### src/rtl/uart_pack_pkg.sv
// Shared types and constants for the UART receive word packer.
package uart_pack_pkg;

  localparam int WORD_W         = 32;
  localparam int BYTES_PER_WORD = 4;

  typedef enum logic [1:0] {
    S_IDLE    = 2'd0,
    S_COLLECT = 2'd1,
    S_DONE    = 2'd2
  } state_t;

  typedef logic [$clog2(BYTES_PER_WORD)-1:0] byte_cnt_t;

endpackage

### src/rtl/uart_pack_timeout.sv
// Inter-byte idle timer: down-counter reloaded on clear, single-cycle expiry at terminal count.
module uart_pack_timeout #(
  parameter logic [15:0] TIMEOUT_CLKS = 16'd50000
) (
  input  logic clk,
  input  logic clear,
  input  logic enable,
  output logic expire
);

  logic [15:0] count_q;

  assign expire = enable && !clear && (count_q == 16'd0);

  // Reloading on expiry keeps the timer from wrapping if the collector lingers.
  always_ff @(posedge clk) begin
    if (clear || expire) begin
      count_q <= TIMEOUT_CLKS - 16'd1;
    end else if (enable) begin
      count_q <= count_q - 16'd1;
    end
  end

endmodule

### src/rtl/uart_rx_word_pack.sv
// Packs UART byte strobes little-endian into addressed 32-bit words for the loader.
// Optional inter-byte timeout is built when UART_PACK_TIMEOUT_EN is defined.
//
// state     | meaning
// S_IDLE    | loader disabled or just enabled, bytes ignored
// S_COLLECT | packing bytes into words
// S_DONE    | end-of-program marker seen, bytes ignored until en_i drops
module uart_rx_word_pack
  import uart_pack_pkg::*;
#(
  parameter int                 ADDR_W       = 14,
  parameter logic [ADDR_W-1:0]  START_ADDR   = '0,
  parameter logic [WORD_W-1:0]  EOP_WORD     = 32'h0000_0FFF,
  parameter logic [15:0]        TIMEOUT_CLKS = 16'd50000
) (
  input  logic              clk_i,
  input  logic              rst_i,
  input  logic              en_i,
  input  logic              rx_dv_i,
  input  logic [7:0]        rx_byte_i,
  output logic              word_valid_o,
  input  logic              word_ready_i,
  output logic [WORD_W-1:0] word_data_o,
  output logic [ADDR_W-1:0] word_addr_o,
  output logic              done_o,
  output logic              overrun_o,
  output logic              timeout_o
);

  state_t              state_q, state_d;
  byte_cnt_t           cnt_q;
  logic [WORD_W-9:0]   collector_q;
  logic [WORD_W-1:0]   data_q;
  logic [ADDR_W-1:0]   addr_q;
  logic                valid_q;
  logic                overrun_q;

  logic [WORD_W-1:0]   full_word;
  logic                byte_fire;
  logic                word_done;
  logic                is_eop;
  logic                accept;
  logic                load_out;
  logic                drop_word;
  logic                tmo_fire;

  assign byte_fire = en_i && rx_dv_i && (state_q == S_COLLECT);
  assign full_word = {rx_byte_i, collector_q};
  assign word_done = byte_fire && (cnt_q == byte_cnt_t'(BYTES_PER_WORD - 1));
  assign is_eop    = (full_word == EOP_WORD);
  assign accept    = valid_q && word_ready_i;
  assign load_out  = word_done && !is_eop && (!valid_q || accept);
  assign drop_word = word_done && !is_eop && valid_q && !accept;

  always_ff @(posedge clk_i) begin
    if (rst_i) begin
      state_q <= S_IDLE;
    end else begin
      state_q <= state_d;
    end
  end

  always_comb begin
    state_d = state_q;
    if (!en_i) begin
      state_d = S_IDLE;
    end else begin
      case (state_q)
        S_IDLE:    state_d = S_COLLECT;
        S_COLLECT: if (word_done && is_eop) state_d = S_DONE;
        S_DONE:    state_d = S_DONE;
        default:   state_d = S_IDLE;
      endcase
    end
  end

  // The 4th byte never lands in the collector; it goes straight into full_word.
  always_ff @(posedge clk_i) begin
    if (rst_i || !en_i) begin
      collector_q <= '0;
      cnt_q       <= '0;
    end else if (byte_fire) begin
      cnt_q <= cnt_q + 1'b1;
      case (cnt_q)
        2'd0:    collector_q[7:0]   <= rx_byte_i;
        2'd1:    collector_q[15:8]  <= rx_byte_i;
        2'd2:    collector_q[23:16] <= rx_byte_i;
        default: collector_q        <= '0;
      endcase
    end else if (tmo_fire) begin
      collector_q <= '0;
      cnt_q       <= '0;
    end
  end

  always_ff @(posedge clk_i) begin
    if (rst_i || !en_i) begin
      valid_q   <= 1'b0;
      addr_q    <= START_ADDR;
      overrun_q <= 1'b0;
      if (rst_i) begin
        data_q <= '0;
      end
    end else begin
      if (accept) begin
        addr_q <= addr_q + 1'b1;
      end
      if (load_out) begin
        valid_q <= 1'b1;
        data_q  <= full_word;
      end else if (accept) begin
        valid_q <= 1'b0;
      end
      if (drop_word) begin
        overrun_q <= 1'b1;
      end
    end
  end

`ifdef UART_PACK_TIMEOUT_EN
  logic tmo_run;
  logic tmo_clr;
  logic timeout_q;

  assign tmo_run = en_i && (state_q == S_COLLECT) && (cnt_q != '0);
  assign tmo_clr = rst_i || rx_dv_i || !tmo_run;

  uart_pack_timeout #(
    .TIMEOUT_CLKS (TIMEOUT_CLKS)
  ) u_timeout (
    .clk    (clk_i),
    .clear  (tmo_clr),
    .enable (tmo_run),
    .expire (tmo_fire)
  );

  always_ff @(posedge clk_i) begin
    if (rst_i || !en_i) begin
      timeout_q <= 1'b0;
    end else if (tmo_fire) begin
      timeout_q <= 1'b1;
    end
  end

  assign timeout_o = timeout_q;
`else
  assign tmo_fire  = 1'b0;
  assign timeout_o = 1'b0;
`endif

  assign word_valid_o = valid_q;
  assign word_data_o  = data_q;
  assign word_addr_o  = addr_q;
  assign done_o       = (state_q == S_DONE);
  assign overrun_o    = overrun_q;

endmodule

### config.mk
export PLATFORM = sky130hd
export DESIGN_NAME = uart_rx_word_pack
export DESIGN_NICKNAME = d
export VERILOG_FILES = /design/src/rtl/uart_pack_pkg.sv /design/src/rtl/uart_pack_timeout.sv /design/src/rtl/uart_rx_word_pack.sv
export SDC_FILE = /design/constraint.sdc
export NUM_CORES = 1
export LEC_CHECK = 0
export BUFFER_PORTS_ARGS = -buffer_cell sky130_fd_sc_hd__buf_2
export CAP_MARGIN = 15
export CORE_ASPECT_RATIO = 1.4
export CORE_MARGIN = 2
export CORE_UTILIZATION = 51
export CTS_BUF_LIST = sky130_fd_sc_hd__clkbuf_4 sky130_fd_sc_hd__clkbuf_8
export CTS_CLUSTER_DIAMETER = 200
export DETAILED_ROUTE_END_ITERATION = 10
export PLACE_DENSITY_LB_ADDON = 0.12
export SYNTH_ARGS = -nofsm -noshare
export SYNTH_HDL_FRONTEND = slang
export SYNTH_SLANG_ARGS = --single-unit
export TNS_END_PERCENT = 50
### constraint.sdc
create_clock -name clk_i -period 2.3 [get_ports clk_i]
set_input_delay 0.345 -clock clk_i [delete_from_list [all_inputs] [get_ports clk_i]]
set_output_delay 0.345 -clock clk_i [all_outputs]
set_load 0.01 [all_outputs]
Word level (Yosys, flattened, before mapping)
Index checks and enable logic that the tools add are counted.
{"block": "classes", "addsub": 2, "n_eq_ne": 8, "n_mux": 10, "bitwise_logic": 4, "reduce_logical": 27}
{"op": "$mux W32", "n": 3}
{"op": "$pmux W8 S2", "n": 3}
{"op": "$eq A32 B12 Y1 const B", "n": 1}
{"op": "$add A14 B1 Y14 const B", "n": 1}
{"op": "$logic_and A1 B1 Y1", "n": 9}
{"op": "$reduce_and A2 Y1", "n": 4}
{"op": "$reduce_or A2 Y1", "n": 4}
{"op": "$eq A2 B2 Y1 const B", "n": 3}
{"op": "$pmux W2 S3", "n": 1}
{"op": "$eq A2 B1 Y1 const B", "n": 2}
{"op": "$logic_not A1 Y1", "n": 4}
{"op": "$logic_not A2 Y1", "n": 2}
{"op": "$not A1 Y1", "n": 4}
{"op": "$reduce_bool A2 Y1", "n": 2}
{"op": "$add A2 B1 Y2 const B", "n": 1}
{"op": "$logic_or A1 B1 Y1", "n": 2}
{"op": "$mux W1", "n": 2}
{"op": "$mux W2", "n": 1}
{"op": "$ne A2 B1 Y1 const B", "n": 1}
{"op": "$ne A2 B2 Y1 const B", "n": 1}
{"block": "word_totals", "reg_bits": 76, "inputBits": 13, "out_inout_bits": 50, "elab_cells": 60}

Depth between registers and ports, before layout
Gate-level depths: netlist of run 1.
{"block": "logic_depth", "word_depth": 7, "ltp_mapped": 8, "ltp_nobuf": 6}

Worst setup path after synthesis of run 1
No wires, ideal clock.
{"block": "synth_path", "path_type": "register to register", "startpoint": "register collector_q[18]", "endpoint": "register data_q[0] (netlist: word_data_o[0]), enable pin", "setup_ps": 394, "arrival_time_ps": 1805, "required_ps": 1906, "path_slack_ps": 102, "path_stages_with_launch": 5, "n_path_buf": 0, "period_less_slack_ps": 2198, "cell_sequence": "dfxtp_1 > or4_1 > nor4_4 > a21boi_2 > a21o_1"}
{"block": "synth_via", "elab_chain_cells": 6}
{"item": "start: declaration", "line_no": "uart_rx_word_pack.sv:32", "source": "logic [WORD_W-9:0] collector_q;"}
{"item": "start signal: assignment", "line_no": "uart_rx_word_pack.sv:87", "source": "2'd2: collector_q[23:16] <= rx_byte_i;"}
{"item": "$eq A32 B12 Y1", "line_no": "uart_rx_word_pack.sv:50", "source": "assign is_eop = (full_word == EOP_WORD);"}
{"item": "$logic_not A1 Y1", "line_no": "uart_rx_word_pack.sv:52", "source": "assign load_out = word_done && !is_eop && (!valid_q || accept);"}
{"item": "$logic_and A1 B1 Y1 (2 in a row)", "line_no": "uart_rx_word_pack.sv:52"}
{"item": "$reduce_bool A2 Y1 (no line)"}
{"item": "$reduce_and A2 Y1 (no line)"}
{"item": "end signal: assignment", "line_no": "uart_rx_word_pack.sv:110", "source": "data_q <= full_word;"}
{"item": "end: declaration", "line_no": "uart_rx_word_pack.sv:33", "source": "logic [WORD_W-1:0] data_q;"}
Every way passes these cells.
A chain may end at the register's enable or synchronous reset.

Final worst setup path of run 1
{"block": "layout_path", "startpoint": "register collector_q[18]", "endpoint": "register data_q[28] (netlist: word_data_o[28]), enable pin"}
Same word-level chain as after synthesis.

==> results of run 1 <==
[state kept, by name, summed over array words and instances, names as in the netlist]
name	flops
state_q	2
word_addr_o	14
cnt_q	2
overrun_o	1
word_valid_o	1
word_data_o	32
collector_q	24
[layout by cell type, fill, tap and decap left out, types with 8 or more instances in the layout]
master    count
nor2_1       13
buf_2        61
dfxtp_1      44
inv_1        30
ha_1          8
nand3_1      30
o21ai_0      26
and2_1        8
edfxtp_1     32
nand2_1      36
clkbuf_8      9
[area by class of cell]
class                   count  area, um2
clock buffers              10        131
clock inverters             5       77.6
fillers                   527       2160
inverters                  30        113
multi-input cells         188       1120
flip-flops and latches     76       1840
well taps                  70       87.6
repair buffers             68        370
[stage by stage]
stage          total power [W]  cells
2_1_floorplan          0.00154    308
3_3_place_gp           0.00160    432
3_5_place_dp           0.00161    432
4_1_cts                0.00267    447
5_1_grt                0.00274    447
6_report               0.00264    447
[kinds of logic (layout without fill, tap and decap cells)]
| family | after synthesis | after routing | synth area share, % |
|---|---|---|---|
| compound gates | 42 | 42 | 7.84 |
| other cells | 1 | 1 | 0.120 |
| simple gates | 126 | 126 | 21.4 |
| buf+inv | 44 | 113 | 5.44 |
| xor+xnor | 10 | 10 | 2.80 |
| flops | 76 | 76 | 58.9 |
| mux | 1 | 1 | 0.320 |
| fa+ha+maj | 8 | 8 | 3.20 |
[worst register-to-register path, stage by stage (launching register included)]
cell,delay (ps)
dfxtp_1,310
or4_1,590
nor4_4,430
a21boi_2,130
a21o_1,200
buf_12,180
[report_power, final]
group          switching, W  internal (W)
sequential       0.00000803       0.00143
combinational     0.0000874     0.0000490
clock              0.000454      0.000614
total              0.000550       0.00209
[per-layer routing]
| layer | vias to the layer above | global-route usage, % | part of all wire (%) |
|---|---|---|---|
| li1 | 1198 | - | - |
| met1 | 1127 | 24.3 | 40 |
| met2 | 80 | 35.7 | 54 |
| met3 | 2 | 4.48 | 6.0 |
| met4 | 0 | 7.10 | 0.70 |
| met5 | - | 0 | 0 |
[worst max-delay path by stage]
stage	end	slack (ps)	cells past startpoint
after floorplan	word_data_o[0]	100	4
after global routing	word_data_o[1]	130	5
after detailed placement	word_data_o[9]	220	5
final	word_data_o[28]	220	5
after global placement	word_data_o[25]	260	5
after CTS	word_data_o[12]	200	5
==> summary.txt, run 1 <==
Clock tree
  – Post_cts resized: 0
  – CTS Hold Bufs: 0
  – Clock latency at the later pin of the worst-skew pair: 340 ps
  – TritonCTS Buffers: 9
  – Maximum buffer depth of the clock tree: 2
  – Total number of H-tree levels: 3
  – Buffer count from post-CTS setup fixing: 0
  – Clock tree from TritonCTS: built
  – Total clock sinks: 76
  – Master cell of the clock root buffer: clkbuf_8
  – Clock slew at the register clock pins of the worst setup and hold paths: 70 ps

Global route
  – Largest net degree at the start of global routing: 33
  – Global route overflow: 0
  – Wire length of the first global-routing pass: 11.0 mm
  – Antenna violations before repair: 0
  – Number of global-route vias before repair: 2345
  – GRT Resource Usage Total: 20.3%

Run
  – Count of maximum capacitance violations: 0

STA
  – Hold_ws: 322 ps
  – Min cycle time layout: 2080 ps
  – Largest clock skew in the final design: 10.4 ps
  – Final number of setup-violating endpoints: 0
  – Achievable Freq: 480 MHz
  – Total negative slack: 0 ps
  – Slew at the pin with the worst max-slew slack: 578 ps
  – RSZ-0062 raised after global routing: false
  – Final WS setup: 216 ps
  – Final critical-path share of the clock period: 90.6%
  – Count of final hold-check violations: 0
  – Slew Limit Fails: 0
  – Headroom to the max-slew limit: 61.3%

Worst setup path
  – Terminus of the critical flop-to-flop path: word_data_o[28]
  – Number of buffer and inverter stages on the critical path: 1
  – Worst flop-to-flop path startpoint: collector_q[18]
  – CP Class: flop to flop
  – Endpoint type of the worst setup path: flop
  – Launching element type of the critical path: flop
  – Family with the most delay on the worst path: simple AND/OR/NAND/NOR gates
  – Crit path from: collector_q[18]
  – Cell-by-cell listing of the critical path: or4_1 > nor4_4 > a21boi_2 > a21o_1 > buf_12
  – Arrival time worst endpoint: 2170 ps
  – Worst path slowest cell: or4_1
  – Critical-path maximum fanout: 32
  – Depth of the worst register-to-register path: 5
  – R2r setup slk: 220 ps
  – Peak per-stage delay on the critical path: 590 ps
  – Data required, critical path: 2380 ps

Finish
  – Area of all placed cells without fillers: 3740 um2
  – Utilization after layout: 63.3%
  – Number of antenna cells inserted: 0
  – Share of final-layout standard cells stronger than drive strength 1: 23.9%
  – Syn-to-layout area delta: 19.6%
  – Number of nets in the final layout: 394

Logic synthesis
  – Share of async-settable or async-resettable flops after synthesis: 0%
  – Syn avg cell area: 10.2 um2
  – Top cells by area, synth: edfxtp_1 (31%), dfxtp_1 (28%), nand3_1 (4.8%)
  – Most repeated cell in the gate-level netlist after synthesis: dfxtp_1
  – Number of distinct library cells after synthesis: 44
  – Flip-flop and latch count after synthesis: 76
  – Synth Net Count: 329
  – Number of warnings issued by yosys: 0
  – Number of enable flip-flop cells after synthesis: 32
  – Post-Synthesis Cell Area: 3130 um2
  – Most common flop cell mapped by yosys: dfxtp_1
  – Sequential fraction of the synthesis area: 58.9%
  – Dominant cell type by area after synthesis: edfxtp_1
  – Area share of the largest cell type after synthesis: 30.7%
  – Most instantiated cells after synthesis: dfxtp_1 (44), nand2_1 (36), edfxtp_1 (32)
  – Post-Syn Instances: 308

Hold path
  – Startpoint of the worst hold path: rx_dv_i
  – Worst Hold End: cnt_q[1]
  – Type of the tightest min-delay check: primary input to flop
  – Cell count of the worst hold path: 3

Floorplan
  – Row count: 33
  – Core ar.: 5900 um2
  – Die X-Extent: 70.2 um
  – Die Height: 96.7 um
  – Effective utilization at floorplan: 53.0%
  – Top Ports: 63
  – Overall die area: 6780 um2

Placement
  – Pre-CTS setup slack: 220 ps
  – Count of port buffers added during placement: 61
  – Placement Cell Area: 3530 um2
  – Detail Placement HPWL: 4.64 mm
  – Routability-driven placement congestion ratio: 0.812

Pwr
  – Power per Cell Area: 707 nW/um2
  – Worst vdd rail ir drop: 0.323 mV
  – LEAKAGE: 1.64 nW

Route
  – Number of iterations in the first detailed-routing pass: 4
  – Wire length per cell after detailed routing: 14.4 um
  – Total Routed Length: 6.43 mm
  – Avg Vias per Cell: 5.38
  – Antenna viol nets, final: 0
  – DR vias: 2407
  – DRC violation count after routing: 0
  – Iteration-0 DRC Markers: 210

Outcome
  – Run status: finished clean
No activity file was read; power rests on OpenSTA's default activity.
==> inputs of run 2 (changes only) <==
CORE_ASPECT_RATIO = 0.8   (was 1.4)
==> summary.txt, run 2 (same netlist as run 1, synthesis figures left out) <==
Floorplan
  – Top Ports: 63 (unchanged)
  – Overall die area: 6780 um2 (about the same)
  – Die Height: 74.0 um (-23%)
  – Core ar.: 5910 um2 (+0.13%)
  – Effective utilization at floorplan: 52.9% (-0.067 points)
  – Die X-Extent: 91.6 um (+30%)
  – Row count: 25 (-24%)

Clock tree
  – Master cell of the clock root buffer: clkbuf_8
  – Total number of H-tree levels: 3 (unchanged)
  – CTS Hold Bufs: 0 (unchanged)
  – Clock slew at the register clock pins of the worst setup and hold paths: 80 ps (about the same)
  – TritonCTS Buffers: 9 (unchanged)
  – Maximum buffer depth of the clock tree: 2 (unchanged)
  – Clock tree from TritonCTS: built
  – Post_cts resized: 0 (unchanged)
  – Total clock sinks: 76 (unchanged)
  – Clock latency at the later pin of the worst-skew pair: 350 ps (about the same)
  – Buffer count from post-CTS setup fixing: 0 (unchanged)

Finish
  – Syn-to-layout area delta: 20.7%
  – Most common cell after layout, fill and taps aside: buf_2
  – Utilization after layout: 63.9% (+0.53 points)
  – Filler cell count: 501 (-4.9%)
  – Max FFs per register: 32 (unchanged)
  – Area of all placed cells without fillers: 3780 um2 (+0.97%)
  – Most frequent cells in the layout: buf_2 (61), dfxtp_1 (44), nand2_1 (36)
  – Share of final-layout standard cells stronger than drive strength 1: 24.3% (+0.40 points)
  – Number of antenna cells inserted: 0 (unchanged)
  – Number of nets in the final layout: 395 (+0.25%)

Worst setup path
  – Data required, critical path: 2410 ps (+30 ps)
  – CP Class: flop to flop
  – Launching element type of the critical path: flop
  – Arrival time worst endpoint: 2170 ps (about the same)
  – Critical-path maximum fanout: 32 (unchanged)
  – Endpoint type of the worst setup path: flop

Global route
  – Wire length of the first global-routing pass: 10.3 mm (-6.1%)
  – Largest net degree at the start of global routing: 33 (unchanged)
  – GRT Resource Usage Total: 20.2% (-0.14 points)
  – Number of global-route vias before repair: 2088 (-11%)
  – Antenna violations before repair: 0 (unchanged)
  – Global route overflow: 0 (unchanged)

Route
  – Total Routed Length: 6.34 mm (-1.4%)
  – Antenna viol nets, final: 0 (unchanged)
  – DRC violation count after routing: 0 (unchanged)
  – Wire length per cell after detailed routing: 13.8 um (-4.2%)
  – DR vias: 2393 (-0.58%)
  – Avg Vias per Cell: 5.20 (-3.4%)
  – Iteration-0 DRC Markers: 176 (-16%)
  – Number of iterations in the first detailed-routing pass: 5 (+1)

STA
  – Count of final hold-check violations: 0 (unchanged)
  – Slew Limit Fails: 0 (unchanged)
  – Min cycle time layout: 2060 ps (-21.2 ps)
  – Slew at the pin with the worst max-slew slack: 554 ps (-23.5 ps)
  – Final critical-path share of the clock period: 89.7% (-0.92 points)
  – Final number of setup-violating endpoints: 0 (unchanged)
  – Headroom to the max-slew limit: 63.0% (+1.7 points)
  – RSZ-0062 raised after global routing: false
  – Largest clock skew in the final design: 4.94 ps (-5.44 ps)
  – Final WS setup: 237 ps (+21.2 ps)
  – Achievable Freq: 485 MHz (+1.0%)
  – Total negative slack: 0 ps (unchanged)

Outcome
  – Run status: finished clean

Pwr
  – Power, Total: 0.00270 W (+2.0%)
  – Design internal power: 0.00210 W (+0.23%)
  – Fraction of power consumed by sequential logic: 53.3% (-1.1 points)
  – LEAKAGE: 1.65 nW (+0.43%)
  – Power per Cell Area: 714 nW/um2 (+1.1%)
  – Switching share of power: 22.2% (+1.4 points)
  – Reported net switching power: 0.000599 W (+9.0%)
  – Worst vdd rail ir drop: 0.405 mV (+25%)
  – Clock network fraction of design power: 41.5% (+1.1 points)
  – Combinational share of power: 5.1% (about the same)

Placement
  – Placement Cell Area: 3550 um2 (+0.60%)
  – Count of port buffers added during placement: 61 (unchanged)
  – Detail Placement HPWL: 4.57 mm (-1.5%)
  – Pre-CTS setup slack: 250 ps (+29.2 ps)
  – Routability-driven placement congestion ratio: 0.812 (about the same)

Run
  – Count of maximum capacitance violations: 0 (unchanged)

Hold path
  – Type of the tightest min-delay check: primary input to flop
==> run 2: worst paths after layout <==
check,from,end,slack (ps),depth (start not counted)
max,collector_q[18],word_data_o[2],240,5
min,rx_dv_i,cnt_q[1],310,3
max reg2reg,collector_q[18],word_data_o[2],240,5
min reg2reg,word_addr_o[13],word_addr_o[13],470,2
==> run 2: area by class of cell <==
type / instances / area (um2) / area share (%)
Timing Repair Buffer: 69 / 378 / 10.0
Tap cell: 81 / 101 / 2.68
Multi-Input combinational cell: 188 / 1120 / 29.6
Clock inverter: 7 / 100 / 2.65
Sequential cell: 76 / 1840 / 48.8
Inverter: 30 / 113 / 2.98
Clock buffer: 9 / 124 / 3.28
==> run 2: stage by stage <==
stage / hold slack [ps] / cells
finish: 305 / 460
global route: 302 / 460
CTS: 293 / 460
detailed placement: 468 / 444
global placement: 461 / 444
floorplan: 452 / 308
==> run 2: power by group through the flow <==
stage,clock [W],combinational [W],sequential (W)
finish,0.00112,0.000138,0.00144
floorplan,0,0.0000580,0.00148
CTS,0.00114,0.000139,0.00144
global route,0.00121,0.000152,0.00144
global placement,0,0.000137,0.00147
detailed placement,0,0.000139,0.00147
==> run 2: worst max-delay path: stages, from the launching register on <==
cell and delay [ps]:
dfxtp_1 310, or4_1 570, nor4_4 420, a21boi_2 130, a21o_1 200, buf_12 180
==> run 2: metal layers <==
layer,part of all wire (%),global-route usage [%],vias up
li1,-,-,1198
met1,48,28.4,1105
met2,44,28.7,85
met3,7.0,8.51,5
met4,0.71,5.89,0
met5,0,0,-
